File: src/rtl/spi_master.sv
// Byte-oriented CPOL=0 SPI master: one command per byte over valid/ready, MSB-first
// on mosi, miso sampled on each sck rise, with optional held slave select between bytes.
module spi_master #(
   parameter int NSLAVES = 4,
   parameter int HALF    = 4,
   parameter int SETUP   = 4,
   parameter int GAP     = 8,
   parameter int SELW    = (NSLAVES > 1) ? $clog2(NSLAVES) : 1
) (
   input  logic               Clk_i,
   input  logic               Rst_i,
   input  logic               cmd_valid_i,
   output logic               cmd_ready_o,
   input  logic [7:0]         cmd_data_i,
   input  logic [SELW-1:0]    cmd_sel_i,
   input  logic               cmd_hold_i,
   output logic [7:0]         rx_data_o,
   output logic               rx_valid_o,
   output logic               busy_o,
   output logic               sck_o,
   output logic               mosi_o,
   input  logic               miso_i,
   output logic [NSLAVES-1:0] ss_o
);

   typedef enum logic [2:0] {
      S_IDLE,
      S_SETUP,
      S_HIGH,
      S_LOW,
      S_GAP
   } state_t;

   state_t              state_q, state_d;
   logic [15:0]         cnt_q, cnt_d;
   logic [3:0]          bitcnt_q, bitcnt_d;
   logic [7:0]          tx_sr_q, tx_sr_d;
   logic [7:0]          rx_sr_q, rx_sr_d;
   logic                hold_q, hold_d;
   logic [NSLAVES-1:0]  ss_q, ss_d;
   logic                sck_q, sck_d;
   logic                mosi_q, mosi_d;
   logic [7:0]          rx_data_q, rx_data_d;
   logic                rx_valid_q, rx_valid_d;
   logic                busy_q, busy_d;
   logic                do_rise;
   logic [NSLAVES-1:0]  sel_oh;

   // Out-of-range indices match no line, so such a frame runs with every select low.
   for (genvar gi = 0; gi < NSLAVES; gi++) begin : g_sel
      assign sel_oh[gi] = (cmd_sel_i == SELW'(gi));
   end

   always_comb begin
      state_d    = state_q;
      cnt_d      = cnt_q + 16'd1;
      bitcnt_d   = bitcnt_q;
      tx_sr_d    = tx_sr_q;
      rx_sr_d    = rx_sr_q;
      hold_d     = hold_q;
      ss_d       = ss_q;
      sck_d      = sck_q;
      mosi_d     = mosi_q;
      rx_data_d  = rx_data_q;
      rx_valid_d = 1'b0;
      do_rise    = 1'b0;

      case (state_q)
         S_IDLE: begin
            cnt_d = '0;
            if (cmd_valid_i) begin
               state_d  = S_SETUP;
               tx_sr_d  = cmd_data_i;
               hold_d   = cmd_hold_i;
               bitcnt_d = '0;
               mosi_d   = cmd_data_i[7];
               ss_d     = sel_oh;
            end
         end
         S_SETUP: begin
            if (cnt_q == 16'(SETUP - 1)) do_rise = 1'b1;
         end
         S_HIGH: begin
            if (cnt_q == 16'(HALF - 1)) begin
               state_d = S_LOW;
               cnt_d   = '0;
               sck_d   = 1'b0;
               if (bitcnt_q < 4'd8) begin
                  mosi_d  = tx_sr_q[6];
                  tx_sr_d = {tx_sr_q[6:0], 1'b0};
               end
            end
         end
         S_LOW: begin
            if (cnt_q == 16'(HALF - 1)) begin
               if (bitcnt_q < 4'd8) begin
                  do_rise = 1'b1;
               end else begin
                  state_d    = S_GAP;
                  cnt_d      = '0;
                  rx_data_d  = rx_sr_q;
                  rx_valid_d = 1'b1;
                  if (!hold_q) ss_d = '0;
               end
            end
         end
         S_GAP: begin
            if (cnt_q == 16'(GAP - 1)) begin
               state_d = S_IDLE;
               cnt_d   = '0;
            end
         end
         default: begin
            state_d = S_IDLE;
            cnt_d   = '0;
         end
      endcase

      // miso is captured on the same edge that raises sck.
      if (do_rise) begin
         state_d  = S_HIGH;
         cnt_d    = '0;
         sck_d    = 1'b1;
         rx_sr_d  = {rx_sr_q[6:0], miso_i};
         bitcnt_d = bitcnt_q + 4'd1;
      end

      busy_d = (state_d != S_IDLE);
   end

   always_ff @(posedge Clk_i) begin
      if (Rst_i) begin
         state_q    <= S_IDLE;
         cnt_q      <= '0;
         bitcnt_q   <= '0;
         tx_sr_q    <= '0;
         rx_sr_q    <= '0;
         hold_q     <= 1'b0;
         ss_q       <= '0;
         sck_q      <= 1'b0;
         mosi_q     <= 1'b0;
         rx_data_q  <= '0;
         rx_valid_q <= 1'b0;
         busy_q     <= 1'b0;
      end else begin
         state_q    <= state_d;
         cnt_q      <= cnt_d;
         bitcnt_q   <= bitcnt_d;
         tx_sr_q    <= tx_sr_d;
         rx_sr_q    <= rx_sr_d;
         hold_q     <= hold_d;
         ss_q       <= ss_d;
         sck_q      <= sck_d;
         mosi_q     <= mosi_d;
         rx_data_q  <= rx_data_d;
         rx_valid_q <= rx_valid_d;
         busy_q     <= busy_d;
      end
   end

   assign cmd_ready_o = (state_q == S_IDLE);
   assign rx_data_o   = rx_data_q;
   assign rx_valid_o  = rx_valid_q;
   assign busy_o      = busy_q;
   assign sck_o       = sck_q;
   assign mosi_o      = mosi_q;
   assign ss_o        = ss_q;

endmodule

File: config.mk
export PLATFORM = sky130hd
export DESIGN_NAME = spi_master
export DESIGN_NICKNAME = d
export VERILOG_FILES = /design/src/rtl/spi_master.sv
export SDC_FILE = /design/constraint.sdc
export NUM_CORES = 1
export LEC_CHECK = 0
export BUFFER_PORTS_ARGS = -buffer_cell sky130_fd_sc_hd__buf_2
export CORE_UTILIZATION = 51
export CTS_CLUSTER_SIZE = 28
export DETAILED_ROUTE_END_ITERATION = 10
export PLACE_DENSITY = 0.72
export SYNTH_ARGS = -nofsm -noshare
export SYNTH_HDL_FRONTEND = slang
export SYNTH_SLANG_ARGS = --single-unit
File: constraint.sdc
create_clock -name Clk_i -period 2.2 [get_ports Clk_i]
set_input_delay 0.22 -clock Clk_i [delete_from_list [all_inputs] [get_ports Clk_i]]
set_output_delay 0.22 -clock Clk_i [all_outputs]
set_load 0.1 [all_outputs]
; Word level (Yosys, flattened, before mapping)
; Cells that the tools add are included.
[word_totals]
word_cells = 86
out_inout_bits = 17
regBits = 55
inputBits = 15
[op_classes]
order_cmp = 1
n_addsub = 2
mux = 36
reduce_logical = 17
eq_ne = 15
bitwise_logic = 3
[ops]
columns = cell, count
row1 = $mux 16, 4
row2 = $pmux 16 s4, 1
row3 = $mux 4, 7
row4 = $mux 7, 3
row5 = $mux 3, 6
row6 = $add 16x1->16 const B, 1
row7 = $eq 16x2->1 const B, 1
row8 = $eq 16x3->1 const B, 1
row9 = $pmux 3 s5, 1
row10 = $pmux 7 s2, 1
row11 = $ne 2x2->1 const B, 6
row12 = $reduce_bool 2->1, 6
row13 = $mux 1, 10
row14 = $pmux 4 s2, 1
row15 = $eq 3x2->1 const B, 2
row16 = $reduce_and 2->1, 3
row17 = $reduce_and 5->1, 1
row18 = $add 4x1->4 const B, 1
row19 = $eq 2x2->1 const B, 2
row20 = $lt 4x4->1 const B, 1
row21 = $pmux 1 s2, 2
row22 = $reduce_and 4->1, 1
row23 = $eq 3x1->1 const B, 1
row24 = $eq 3x3->1 const B, 1
row25 = other kinds (8), 10

; Depth between registers and ports, before layout
[depth]
word_depth = 6
ltp_mapped = 8
ltp_nobuf = 6

; Worst setup path after synthesis
; OpenSTA, ideal clock, no wires.
[synth_timing]
kind = reg2reg
startpoint = register state_q[2]
endpoint = register cnt_q[10]
period_less_slack_ps = 3303
t_required_ps = 2085
setup_ps = 115
stages_incl_launch_ff = 6
setup_slack_ps = -1103
path_buffers = 2
arrival_time_ps = 3188
cell_sequence = dfxtp_1 clkbuf_1 nor3_1 or4b_4 buf_6 nor2_1
[synth_between]
elab_chain_len = 3
word_cells_on_any_way = 7
cone_classes = eq/ne (4) / mux (2) / reduce/logical (1)
[synth_rtl]
columns = element, line
row1 = from (decl), 34  ; state_t state_q, state_d;
row2 = from (signal assigned), 146  ; state_q <= state_d;
row3 = $eq 3x2->1 / $eq 3x1->1 (equally long branches), 68  ; case (state_q)
row4 = $pmux 1 s2, 68
row5 = $reduce_or 2->1 (no source line), -
row6 = to (signal assigned), 147  ; cnt_q <= cnt_d;
row7 = to (decl), 35  ; logic [15:0] cnt_q, cnt_d;
; Parallel ways exist; a longest one is shown, timed or not.
; A chain may end at the register's enable or synchronous reset.

; Final worst setup path
[layout_timing]
startpoint = register cnt_q[0]
endpoint = register cnt_q[8]
[layout_between]
elab_chain_len = 4
word_cells_on_any_way = 12
cone_classes = add/sub (1) / eq/ne (2) / mux (8) / reduce/logical (1)
[layout_rtl]
columns = element, line
row1 = $add 16x1->16 / $eq 16x2->1 (equally long branches), -
row2 = $mux 16 (tied with other cells), 96  ; if (bitcnt_q < 4'd8) begin
row3 = $mux 16 / $pmux 1 s2 (equally long branches), "95, 68"
row4 = $pmux 16 s4 / $reduce_or 2->1 (equally long branches), -
; Parallel ways exist; a longest one is shown, timed or not.

==> metrics <==
outcome=finished, final reports clean; Slew @ Worst Pin=0.7395 ns; die area=4915 um^2; hold bufs inserted after CTS=0; dpl cells=354; Die W=70.11 um; slack of the worst reg-to-reg path=0.12 ns; number of vias per cell=5.586; Starting Density=53.60%; Clock Sinks=55; Max Fanout on Critical Path=12; HP Class=input port to flop; CTS Buf Count=5; Hold Path Stages=3; total congestion overflow=0; Yosys top cell area share=46.54%; clk slew on worst S/H paths=0.09 ns; H-tree depth=2; # diodes=0; Post-Synthesis Cells=278; GPL Wtd Cong=0.7786; First-pass DRT Iterations=4; Global Route Usage Sum=20.10%; final hold vios=0; Rows=24; via count=2022; final std cells w/o fill=362; final WL=4.602 mm; hpwl dp=3.248 mm; drc violations=0; Clock Path Buffers=2; layout overhead on the synthesized area=12.69%; Yosys reg bits=55; TritonCTS clock tree=done; setup tns final=0 ns; synthesis warning total=0; RSZ-0062 raised after global routing=no; Post-Syn Area per Cell=8.511 um^2; Area contributors post-synth=dfxtp_1, nand2_1, a21oi_1, nor2_1, xor2_1; Max-cap violations=0; Tcrit/Tclk final=94.47%; commonest non-fill, non-tap cell in the layout=dfxtp_1; Crit Reg-Reg Startpoint=cnt_q[0]; Final Max Tran Viols=0; CP Data Required Time=2.45 ns; cts repair resizes=0; Reg2Reg Depth=6; root buffer cell=clkbuf_8; Seq/Total Area, Yosys=46.54%; most frequent cells in the layout=dfxtp_1, nand2_1, a21oi_1; initial antenna violation count=0; IO Pins=32; setup violators final=0; initial drt markers=96; Critical Path Sink Type=flop; post-synth design cell area=2366 um^2; post-synth top area cell=dfxtp_1; crit path DAT=2.33 ns; Clk Latency, worst-skew pair=0.31 ns; power density over the cells=651.6 nW/um^2; worst clock skew=0.008052 ns; # Post-CTS Setup Buffers=0; f_max=481.2 MHz; Peak supply drop=0.3473 mV; reg-to-reg endpoint=cnt_q[8]; hold endpoint=rx_sr_q[0]; Leak Pwr=1.020 nW; syn_nets=295; Worst setup SP type=flop; Final min period=2.078 ns; global-route wire length before repair=7.935 mm; fraction of layout instances using a drive strength above 1=17.42%; vias in the first global route=1749; Die Y=70.11 um; Port Buf Inserts=31; post-layout net count=326; Final ANT Viol Nets=0; count of different cell masters after synthesis=39; pin count of the biggest net entering global routing=41; drt wl/cell=12.71 um; WS Path Type=flop to flop; Worst Hold Launch=miso_i; max_slew headroom=50.70%; Core ar.=4414 um^2
-- final cells by class --
cell class / count / area, um^2
fillers: 417 / 1748
multi-input cells: 205 / 1190
well taps: 52 / 65.06
clock inverters: 3 / 18.77
repair buffers: 38 / 207.7
flip-flops and latches: 55 / 1101
clock buffers: 5 / 68.82
inverters: 4 / 15.01
-- per-stage QoR --
stage | cell area (um^2) | util, % | setup WS, ns | power [mW] | hold slack [ns]
2_1_floorplan | 2377 | - | 0.1911 | 1.174 | 0.3002
3_3_place_gp | 2579 | 58.42 | 0.1984 | 1.211 | 0.4348
3_5_place_dp | 2579 | 58.42 | 0.1284 | 1.212 | 0.4420
4_1_cts | 2666 | 60.40 | 0.1101 | 1.759 | 0.1372
5_1_grt | 2666 | 60.40 | 0.007169 | 1.812 | 0.1615
6_report | 2666 | 60.40 | 0.1217 | 1.737 | 0.1468
-- Yosys cell counts --
| master | instances |
|---|---|
| nor4b_1 | 2 |
| and2_1 | 2 |
| inv_1 | 4 |
| dfxtp_1 | 55 |
| nor2_1 | 27 |
| a31o_2 | 1 |
| a221oi_1 | 1 |
| a211oi_1 | 9 |
| mux2i_1 | 6 |
| nor4_2 | 2 |
| xnor2_1 | 5 |
| nor4bb_1 | 2 |
| nor4_1 | 2 |
| nand2_1 | 47 |
| a21oi_1 | 33 |
| a2111oi_2 | 1 |
| and4_1 | 1 |
| buf_2 | 3 |
| a31oi_1 | 1 |
| o21ai_0 | 5 |
| or4b_4 | 1 |
| and3_1 | 3 |
| clkbuf_1 | 9 |
| o31a_1 | 1 |
| nand3_1 | 17 |
| a21o_1 | 1 |
| nor3b_1 | 2 |
| and4b_1 | 1 |
| nand4_1 | 6 |
| nor4b_2 | 1 |
| xor2_1 | 10 |
| buf_6 | 2 |
| nor2b_1 | 1 |
| or3_1 | 3 |
| and2_4 | 1 |
| ha_1 | 2 |
| nand2b_1 | 2 |
| and3b_1 | 1 |
| nor3_1 | 5 |
-- critical path, stage by stage, from the launching register on --
cell	delay, ns
dfxtp_1	0.36
ha_1	0.22
nor4b_2	0.16
and4_1	0.32
and2_4	0.25
or4b_4	0.58
nor2_1	0.13
-- power by group --
group	internal, mW	total (mW)	leakage [nW]	switching (mW)
Clock	0.225	0.549	0.0483	0.325
Combinational	0.0473	0.160	0.525	0.113
Sequential	1.01	1.03	0.446	0.0128
Total	1.29	1.74	1.02	0.451
-- state kept, by name (all words and copies together) (netlist names) --
register / flops
cnt_q: 16
rx_valid_o: 1
mosi_o: 1
sck_o: 1
hold_q: 1
bitcnt_q: 4
ss_o: 4
busy_o: 1
rx_sr_q: 8
tx_sr_q: 7
rx_data_o: 8
state_q: 3
-- worst max-delay path by stage --
stage,from,endpoint,cells after the start
6_report,cnt_q[0],cnt_q[8],6
3_5_place_dp,cnt_q[0],cnt_q[14],6
2_1_floorplan,cnt_q[0],cnt_q[11],8
3_3_place_gp,cnt_q[10],busy_o,5
5_1_grt,cnt_q[7],rx_data_o[2],5
4_1_cts,cnt_q[0],cnt_q[8],6
-- kinds of logic after synthesis --
logic type | synth area share [%]
AND/OR/NAND/NOR | 27.45
flip-flops | 46.54
AO/OA/AOI/OAI | 13.22
buffers and inverters | 3.648
XOR/XNOR | 5.552
multiplexers | 2.538
adder cells (fa/ha/maj) | 1.057
-- routing by layer --
layer / part of all wire, % / up-vias / GRT usage, %
met5: 0 / - / 0
met4: 0.56 / 0 / 7.333
met3: 4.3 / 2 / 5.051
met2: 48 / 36 / 32.91
met1: 48 / 951 / 25.57
li1: - / 1033 / -
(Power assumes the default switching activity.)
